[src/rtl/rf_wb_pkg.sv]
// Shared types for the register-file writeback arbiter.
// RF_WB_DEBUG_EN (optional) adds a debug write port that preempts arbitration.
package rf_wb_pkg;
  localparam int RF_AW = 5;
  localparam int RF_DW = 32;

  typedef struct packed {
    logic [RF_AW-1:0] wa;
    logic [RF_DW-1:0] wd;
  } wb_req_t;
endpackage

[src/rtl/rf_wb_fifo.sv]
// Per-requester writeback FIFO with a combinational head output.
// FIFO_DEPTH must be a power of two so the pointers wrap naturally.
module rf_wb_fifo
  import rf_wb_pkg::*;
#(
  parameter int FIFO_DEPTH = 2
) (
  input  logic    clk,
  input  logic    rst,
  input  logic    push,
  input  logic    pop,
  input  wb_req_t din,
  output wb_req_t dout,
  output logic    full,
  output logic    empty
);
  localparam int PW = $clog2(FIFO_DEPTH);

  wb_req_t mem_q [FIFO_DEPTH];
  wb_req_t mem_d [FIFO_DEPTH];
  logic [PW-1:0] wr_q, wr_d, rd_q, rd_d;
  logic [PW:0] cnt_q, cnt_d;
  logic push_ok, pop_ok;

  assign full    = (cnt_q == (PW+1)'(FIFO_DEPTH));
  assign empty   = (cnt_q == '0);
  assign push_ok = push && !full;
  assign pop_ok  = pop && !empty;
  assign dout    = mem_q[rd_q];

  always_comb begin
    mem_d = mem_q;
    wr_d  = wr_q;
    rd_d  = rd_q;
    cnt_d = cnt_q;
    if (push_ok) begin
      mem_d[wr_q] = din;
      wr_d = wr_q + PW'(1);
    end
    if (pop_ok) rd_d = rd_q + PW'(1);
    case ({push_ok, pop_ok})
      2'b10:   cnt_d = cnt_q + (PW+1)'(1);
      2'b01:   cnt_d = cnt_q - (PW+1)'(1);
      default: cnt_d = cnt_q;
    endcase
  end

  always_ff @(posedge clk or posedge rst) begin
    if (rst) begin
      for (int i = 0; i < FIFO_DEPTH; i++) mem_q[i] <= '0;
      wr_q  <= '0;
      rd_q  <= '0;
      cnt_q <= '0;
    end else begin
      mem_q <= mem_d;
      wr_q  <= wr_d;
      rd_q  <= rd_d;
      cnt_q <= cnt_d;
    end
  end
endmodule

[src/rtl/rf_wb_arbiter.sv]
// Round-robin arbiter sharing the register-file write port between two FIFOs.
// RF_WB_DEBUG_EN adds dbg_we/dbg_wa/dbg_wd, which preempt the arbiter.
module rf_wb_arbiter
  import rf_wb_pkg::*;
#(
  parameter int FIFO_DEPTH = 2
) (
  input  logic             clk,
  input  logic             rst,
  input  logic             req0_valid,
  output logic             req0_ready,
  input  logic [RF_AW-1:0] req0_wa,
  input  logic [RF_DW-1:0] req0_wd,
  input  logic             req1_valid,
  output logic             req1_ready,
  input  logic [RF_AW-1:0] req1_wa,
  input  logic [RF_DW-1:0] req1_wd,
`ifdef RF_WB_DEBUG_EN
  input  logic             dbg_we,
  input  logic [RF_AW-1:0] dbg_wa,
  input  logic [RF_DW-1:0] dbg_wd,
`endif
  output logic             rf_we,
  output logic [RF_AW-1:0] rf_wa,
  output logic [RF_DW-1:0] rf_wd,
  output logic             wb_idle
);
  wb_req_t head0, head1, dbg_req, sel_req;
  logic full0, full1, empty0, empty1;
  logic pop0, pop1, dbg_hit, sel;
  logic last_grant_q, last_grant_d;
  logic rf_we_q, rf_we_d;
  logic [RF_AW-1:0] rf_wa_q, rf_wa_d;
  logic [RF_DW-1:0] rf_wd_q, rf_wd_d;

`ifdef RF_WB_DEBUG_EN
  assign dbg_hit = dbg_we;
  assign dbg_req = '{wa: dbg_wa, wd: dbg_wd};
`else
  assign dbg_hit = 1'b0;
  assign dbg_req = '0;
`endif

  rf_wb_fifo #(.FIFO_DEPTH(FIFO_DEPTH)) u_fifo0 (
    .clk(clk), .rst(rst),
    .push(req0_valid), .pop(pop0),
    .din('{wa: req0_wa, wd: req0_wd}),
    .dout(head0), .full(full0), .empty(empty0)
  );

  rf_wb_fifo #(.FIFO_DEPTH(FIFO_DEPTH)) u_fifo1 (
    .clk(clk), .rst(rst),
    .push(req1_valid), .pop(pop1),
    .din('{wa: req1_wa, wd: req1_wd}),
    .dout(head1), .full(full1), .empty(empty1)
  );

  assign req0_ready = !full0;
  assign req1_ready = !full1;

  // Contention goes to the requester not granted last.
  assign sel     = empty0 ? 1'b1 : (empty1 ? 1'b0 : !last_grant_q);
  assign sel_req = sel ? head1 : head0;

  always_comb begin
    pop0         = 1'b0;
    pop1         = 1'b0;
    last_grant_d = last_grant_q;
    rf_we_d      = 1'b0;
    rf_wa_d      = rf_wa_q;
    rf_wd_d      = rf_wd_q;
    if (dbg_hit) begin
      rf_we_d = (dbg_req.wa != '0);
      rf_wa_d = dbg_req.wa;
      rf_wd_d = dbg_req.wd;
    end else if (!empty0 || !empty1) begin
      pop0         = !sel;
      pop1         = sel;
      last_grant_d = sel;
      rf_we_d      = (sel_req.wa != '0);
      rf_wa_d      = sel_req.wa;
      rf_wd_d      = sel_req.wd;
    end
  end

  always_ff @(posedge clk or posedge rst) begin
    if (rst) begin
      last_grant_q <= 1'b1;
      rf_we_q      <= 1'b0;
      rf_wa_q      <= '0;
      rf_wd_q      <= '0;
    end else begin
      last_grant_q <= last_grant_d;
      rf_we_q      <= rf_we_d;
      rf_wa_q      <= rf_wa_d;
      rf_wd_q      <= rf_wd_d;
    end
  end

  assign rf_we   = rf_we_q;
  assign rf_wa   = rf_wa_q;
  assign rf_wd   = rf_wd_q;
  assign wb_idle = empty0 && empty1 && !rf_we_q;
endmodule

[config.mk]
export PLATFORM = sky130hd
export DESIGN_NAME = rf_wb_arbiter
export DESIGN_NICKNAME = d
export VERILOG_FILES = /design/src/rtl/rf_wb_pkg.sv /design/src/rtl/rf_wb_fifo.sv /design/src/rtl/rf_wb_arbiter.sv
export SDC_FILE = /design/constraint.sdc
export NUM_CORES = 1
export LEC_CHECK = 0
export ABC_CLOCK_PERIOD_IN_PS = 9800
export BUFFER_PORTS_ARGS = -buffer_cell sky130_fd_sc_hd__buf_2
export CORE_MARGIN = 1
export CORE_UTILIZATION = 58
export CTS_CLUSTER_DIAMETER = 100
export DETAILED_ROUTE_END_ITERATION = 6
export GPL_TIMING_DRIVEN = 0
export HOLD_SLACK_MARGIN = 0.15
export PLACE_DENSITY = 0.76
export SLEW_MARGIN = 20
export SYNTH_ARGS = -nofsm -noshare
export SYNTH_HDL_FRONTEND = slang
export SYNTH_SLANG_ARGS = --single-unit
[constraint.sdc]
create_clock -name clk -period 9.8 [get_ports clk]
set_clock_uncertainty 0.2 [all_clocks]
set_input_delay 1.96 -clock clk [delete_from_list [all_inputs] [get_ports clk]]
set_output_delay 1.96 -clock clk [all_outputs]
set_load 0.05 [all_outputs]
==> results.json, run 1 <==
{
  "start_util_pct": 59.69,
  "fin_nets": 793,
  "outcome": "complete, but fails checks",
  "core-area_sq_mm": 0.01464,
  "syn_area_sq_mm": 0.008741,
  "vias": 5163,
  "max-cap-violations": 0,
  "power.leakage_uw": 0.004892,
  "drt-total-wl_microns": 18350,
  "holdWs_ns": 0.2778,
  "viasPerCell": 5.655,
  "finalSetupViolCount": 0,
  "worst_pin_slew_ns": 0.6600,
  "hold_path_class": "reg -> reg",
  "fmax_ghz": 0.2417,
  "die_width_microns": 124.8,
  "startpoint_type": "flop",
  "critPathCaptureType": "primary output",
  "layout-drive-gt1-share_pct": 47.38,
  "grt-ovfl-total": 0,
  "ir_worst_vdd_uv": 200.9,
  "ys_warn_count": 0,
  "yosysTopAreaCellShare_pct": 55.54,
  "ys_ff_latch": 195,
  "postSynthCellCount": 575,
  "synth_seq_area_share_pct": 55.84,
  "synth.avg_cell_area_sq_um": 15.20,
  "synth.most_common_cell": "dfrtp_1",
  "utilization_pct": 69.43,
  "syn_to_final_growth_pct": 16.32,
  "hpwl_microns": 12760,
  "num_rows": 44,
  "synthTopCellsByArea": "dfrtp_1 (56%), mux2_2 (12%), mux2_4 (10%), mux2i_1 (8.5%), a21o_1 (1.8%)",
  "layout_setup_ws_ns": 5.663,
  "drc_errors": 32,
  "cts.sinks": 195,
  "clk_pin_slew_worst_paths_ns": 0.07,
  "grt_start_max_net_pins": 100,
  "io_buffers": 118,
  "pwr_density_cell_mw_per_mm2": 405.4,
  "maxSlewViolCount": 0,
  "synthArstFlopShare_pct": 100.0,
  "postCtsResizedCells": 0,
  "gp_congestion": 0.7709,
  "place_ws_ns": 6.104,
  "postCtsHoldBufs": 0,
  "grt_setup_unrepaired": "no",
  "clkLatencyLatePin_ns": 0.43,
  "path_max_fanout": 9,
  "drt_iter0_drc": 238,
  "grt_pass1_wl_microns": 29720,
  "synth_edf_count": 0,
  "ctsRootBufferMaster": "clkbuf_16",
  "htree_levels": 4,
  "synthFlopType": "dfrtp_1",
  "post_cts_buffers": 0,
  "syn-num-nets": 655,
  "violations": "design-rule violations",
  "cts-buffers-inserted": 17,
  "arrival_ns": 1.98,
  "first_pass_iters": 6,
  "fin_area_sq_mm": 0.01017,
  "fillCellCount": 1065,
  "fin_crit_sh_pct": 42.21,
  "hold_viol": 0,
  "clk_path_buf_depth": 2,
  "cts_tree": "built",
  "slew_headroom_pct": 56.00,
  "synth.distinct_cells": 33,
  "crit_type": "reg -> out",
  "dieArea_sq_mm": 0.01557,
  "grt_usage_pct": 25.27,
  "postRouteAntennaNets": 0,
  "pin_count": 119,
  "dieHeight_microns": 124.8,
  "fin_crit_ns": 4.137,
  "wl_per_cell_microns": 20.10,
  "antenna_found_initial": 2,
  "synthTopCellsByCount": "dfrtp_1 (194), mux2_2 (91), mux2i_1 (74)",
  "required_ns": 7.64,
  "grt_pass1_vias": 5689,
  "finalSetupTns_ns": 0,
  "placed_cell_area_sq_mm": 0.009597,
  "synth.largest_area_cell": "dfrtp_1"
}
cells in the final DEF (no fill, tap or decap), types with 2 or more instances in the layout:
master / instances
a21o_1: 21
buf_12: 3
buf_2: 132
buf_4: 9
buf_6: 6
bufinv_16: 2
clkbuf_1: 6
clkbuf_16: 17
clkinv_2: 4
dfrtp_1: 194
diode_2: 3
ha_1: 2
inv_1: 2
mux2_1: 13
mux2_2: 91
mux2_4: 60
mux2i_1: 74
nand2_1: 16
nand2_4: 2
nand2b_4: 2
nand3_4: 2
nand4_1: 2
nor2_1: 2
nor2_8: 2
o21ai_0: 15
o21ai_1: 2
o22ai_1: 21
xnor2_1: 8
xor2_1: 2
routing by layer:
metal	vias up	track usage [%]	routed length, microns
li1	2348	-	-
met1	2652	32.10	7765
met2	137	41.80	9142
met3	26	5.326	1122
met4	0	11.33	318
met5	-	0	0
cells by family (layout without fill, tap and decap cells):
| kind of cell | Yosys count | count (layout) | share of synthesized area (%) |
|---|---|---|---|
| buffers and inverters | 36 | 187 | 3.206 |
| adder cells (fa/ha/maj) | 2 | 2 | 0.2862 |
| other | 0 | 3 | 0 |
| multiplexers | 238 | 238 | 32.18 |
| flip-flops | 195 | 195 | 55.84 |
| XOR/XNOR | 10 | 10 | 1.002 |
| AO/OA/AOI/OAI | 63 | 63 | 4.752 |
| AND/OR/NAND/NOR | 31 | 31 | 2.734 |
flip-flops by register name (all words and copies together), names as in the netlist:
signal and cells:
last_grant_q 1, rf_wa 5, rf_wd 32, rf_we 1
u_fifo0.cnt_q 2, u_fifo0.mem_q 74, u_fifo0.rd_q 1, u_fifo0.wr_q 1
u_fifo1.cnt_q 2, u_fifo1.mem_q 74, u_fifo1.rd_q 1, u_fifo1.wr_q 1
critical path, stage by stage (launching register included):
cell and delay (ns):
dfrtp_1 0.37, buf_4 0.17, nor4_4 0.55, nor2b_1 0.19, buf_2 0.27
where the power goes:
group / internal (uW) / switching, uW
sequential: 1240 / 243
combinational: 942 / 1030
clock: 382 / 290
worst paths after layout:
path,from,end,cells past startpoint,slack [ns]
worst max-delay path,u_fifo1.cnt_q[0]$_DFFE_PP0P_,wb_idle,4,5.66
worst min-delay path,rf_wd[9]$_DFFE_PP0N_,rf_wd[9]$_DFFE_PP0N_,1,0.28
worst max register to register,u_fifo1.cnt_q[0]$_DFFE_PP0P_,rf_wd[18]$_DFFE_PP0N_,4,7.73
worst min register to register,rf_wd[9]$_DFFE_PP0N_,rf_wd[9]$_DFFE_PP0N_,1,0.28
max in group asynchronous,rst,u_fifo0.mem_q[10]$_DFFE_PP0P_,3,7.09
min in group asynchronous,rst,u_fifo1.wr_q$_DFFE_PP0N_,2,1.41
final cells by class:
cell class / instances / area (sq um) / share of cell area [%]
diodes: 3 / 7.507 / 0.07384
plain buffers: 33 / 269.0 / 2.646
clock buffers: 23 / 457.9 / 4.504
clock inverters: 9 / 105.1 / 1.034
inverters: 3 / 18.77 / 0.1846
multi-input cells: 344 / 3580 / 35.21
flip-flops and latches: 195 / 4881 / 48.01
well taps: 184 / 230.2 / 2.264
repair buffers: 119 / 618.1 / 6.079
metrics by stage:
stage	std cells	power, uW
5_1_grt	910	4350
4_1_cts	910	4153
6_report	913	4121
2_1_floorplan	575	3008
3_5_place_dp	878	3465
3_3_place_gp	877	3362
Power figures use the tool's default switching activity.
==> run 2: changes to the inputs <==
--- a/config.mk
+++ b/config.mk
@@ -5,7 +5,7 @@
 export SDC_FILE = /design/constraint.sdc
 export NUM_CORES = 1
 export LEC_CHECK = 0
-export ABC_CLOCK_PERIOD_IN_PS = 9800
+export ABC_CLOCK_PERIOD_IN_PS = 3980
 export BUFFER_PORTS_ARGS = -buffer_cell sky130_fd_sc_hd__buf_2
 export CORE_MARGIN = 1
 export CORE_UTILIZATION = 58
==> constraint.sdc (replaced) <==
create_clock -name clk -period 3.98 [get_ports clk]
set_clock_uncertainty 0.2 [all_clocks]
set_input_delay 0.796 -clock clk [delete_from_list [all_inputs] [get_ports clk]]
set_output_delay 0.796 -clock clk [all_outputs]
set_load 0.05 [all_outputs]
==> run 2 against run 1 <==
The run still ends with design-rule violations left; register-to-register slack lost 5.9 ns; critical path depth is the same; first-iteration DRC count grew 14%; cell area grew 1.4%; non-clock buffer count grew 5; final cell count grew 0.33%; sequential share of layout area shrank 0.67 points; sequential power grew 150%; wire length grew 1.1%; sequential cell count is the same; count of clock-buffer cells in the layout shrank 5.
==> results.json, run 2 (synthesis gave the netlist of run 1 again) <==
{
  "outcome": "complete, but fails checks",
  "violations": "design-rule violations",
  "grt_use_met3_pct": 6.529,
  "internal_power_uw": 6393,
  "p_sw_share_pct": 37.88,
  "worst_pin_slew_ns": 0.5978,
  "grt_pass1_vias": 5722,
  "antenna_found_initial": 1,
  "fmax_ghz": 0.3288,
  "worstReg2RegEnd": "rf_wd[23]$_DFFE_PP0N_",
  "first_pass_iters": 6,
  "reg2reg_slack_ns": 1.79,
  "holdWs_ns": 0.2232,
  "num_rows": 44,
  "r2r-start": "u_fifo1.cnt_q[0]$_DFFE_PP0P_",
  "syn_to_final_growth_pct": 17.96,
  "pwr_density_cell_mw_per_mm2": 998.0,
  "hpwl_microns": 13090,
  "grtUsageMet2_pct": 44.55,
  "cts.sinks": 195,
  "fin_nets": 798,
  "grt_pass1_wl_microns": 30700,
  "pin_count": 119,
  "grt-ovfl-total": 0,
  "setup.worst_path.start": "u_fifo1.cnt_q[0]$_DFFE_PP0P_",
  "post_cts_buffers": 0,
  "layout_commonest_cell": "dfrtp_1",
  "postCtsResizedCells": 0,
  "clkLatencyLatePin_ns": 0.43,
  "critPathMaxStageDelay_ns": 0.59,
  "ir_worst_vdd_uv": 539.4,
  "final_cell_mix": "dfrtp_1 (194), buf_2 (132), mux2_2 (91), mux2i_1 (74), mux2_4 (60)",
  "path_max_fanout": 9,
  "vias": 5156,
  "die_width_microns": 124.8,
  "power_frac_comb_pct": 47.1,
  "clk_path_buf_depth": 2,
  "utilization_pct": 70.41,
  "power.leakage_uw": 0.004961,
  "power.share.sequential_pct": 35.6,
  "grt_start_max_net_pins": 38,
  "gp_congestion": 0.7955,
  "htree_levels": 4,
  "max-cap-violations": 0,
  "hold_viol": 0,
  "endpoint": "wb_idle",
  "wl_per_cell_microns": 20.25,
  "fin_crit_sh_pct": 76.41,
  "slew_headroom_pct": 59.85,
  "grt_setup_unrepaired": "no",
  "ff2ff_path_depth": 4,
  "drc_errors": 10,
  "core-area_sq_mm": 0.01464,
  "cts_tree": "built",
  "drt-total-wl_microns": 18550,
  "required_ns": 2.98,
  "critPathCaptureType": "primary output",
  "grt_util_met1_pct": 32.26,
  "finalSetupViolCount": 0,
  "dieArea_sq_mm": 0.01557,
  "ctsRootBufferMaster": "clkbuf_16",
  "fin_crit_ns": 3.041,
  "cts-buffers-inserted": 17,
  "pwr-share-clk_pct": 17.3,
  "crit_type": "reg -> out",
  "grt_busiest_layer": "met2",
  "startpoint_type": "flop",
  "dieHeight_microns": 124.8,
  "io_buffers": 118,
  "drt_iter0_drc": 271,
  "postRouteAntennaNets": 0,
  "arrival_ns": 2.05,
  "crit_path_cell_trace": "buf_4 -> nor4_4 -> nor2b_1 -> buf_2",
  "viasPerCell": 5.629,
  "p_switching_uw": 3898,
  "postCtsHoldBufs": 0,
  "hold_path_class": "in -> async",
  "grt_usage_pct": 26.07,
  "layout-drive-gt1-share_pct": 48.43,
  "cp_slowest_cell": "nor4_4",
  "maxSlewViolCount": 0,
  "clk_pin_slew_worst_paths_ns": 0.07,
  "start_util_pct": 59.69
}
==> run 2: cell count changes in the layout (fill, tap and decap cells not counted) <==
cell,previous run,this run
buf_12,3,8
bufinv_16,2,3
clkbuf_1,6,1
clkinv_2,4,3
clkinv_4,1,3
clkinvlp_4,1,2
diode_2,3,1
inv_6,1,3
==> run 2: layer usage <==
metal / routed length, microns / up-vias / share of wire (%)
met5: 0 / - / 0
met4: 304 / 0 / 1.6
met3: 876 / 22 / 4.7
met2: 9457 / 113 / 51
met1: 7909 / 2660 / 43
li1: - / 2361 / -
==> run 2: worst max-delay path, delay by kind of cell, from the launching register on <==
kind | cells | cell delay (ns)
simple gates | 2 | 0.81
flops | 1 | 0.36
buf+inv | 2 | 0.45
==> run 2: power groups by stage <==
stage	Sequential (uW)	Clock (uW)	Combinational, uW
4_1_cts	3650	1810	4880
3_3_place_gp	3600	0	4680
3_5_place_dp	3670	0	4840
6_report	3660	1780	4850
2_1_floorplan	4190	0	3220
5_1_grt	3780	1900	5180
==> run 2: worst min-delay path by stage <==
stage,endpoint,slack [ns],depth (start not counted)
after detailed placement,rf_wd[31]$_DFFE_PP0N_,0.26,1
after global placement,rf_wd[20]$_DFFE_PP0N_,0.25,1
after global routing,u_fifo0.mem_q[66]$_DFFE_PP0P_,0.24,2
after CTS,rf_wd[29]$_DFFE_PP0N_,0.23,2
after floorplan,u_fifo0.mem_q[10]$_DFFE_PP0P_,0.26,1
final,u_fifo0.cnt_q[0]$_DFFE_PP0P_,0.22,2
==> run 2: area by class of cell <==
type | instances | area [sq um]
antenna | 1 | 2.502
buffer | 33 | 269.0
clock buffer | 18 | 439.2
clock inverter | 14 | 176.4
fill | 1007 | 4333
inverter | 3 | 15.01
multi-input combinational | 344 | 3580
sequential | 195 | 4881
tap | 184 | 230.2
timing repair buffer | 124 | 718.2
==> run 2: metrics by stage <==
step                      setup slack, ns  setup TNS [ns]  cells  instance area, sq um  total power [uW]
final                              0.9389               0    916                 10310             10290
after global routing               0.8302               0    916                 10310             10850
after CTS                          0.8994               0    915                 10310             10350
after detailed placement            1.369               0    883                  9693              8516
after global placement            -0.4813          -89.64    877                  9565              8280
after floorplan                    0.4664               0    575                  8745              7407
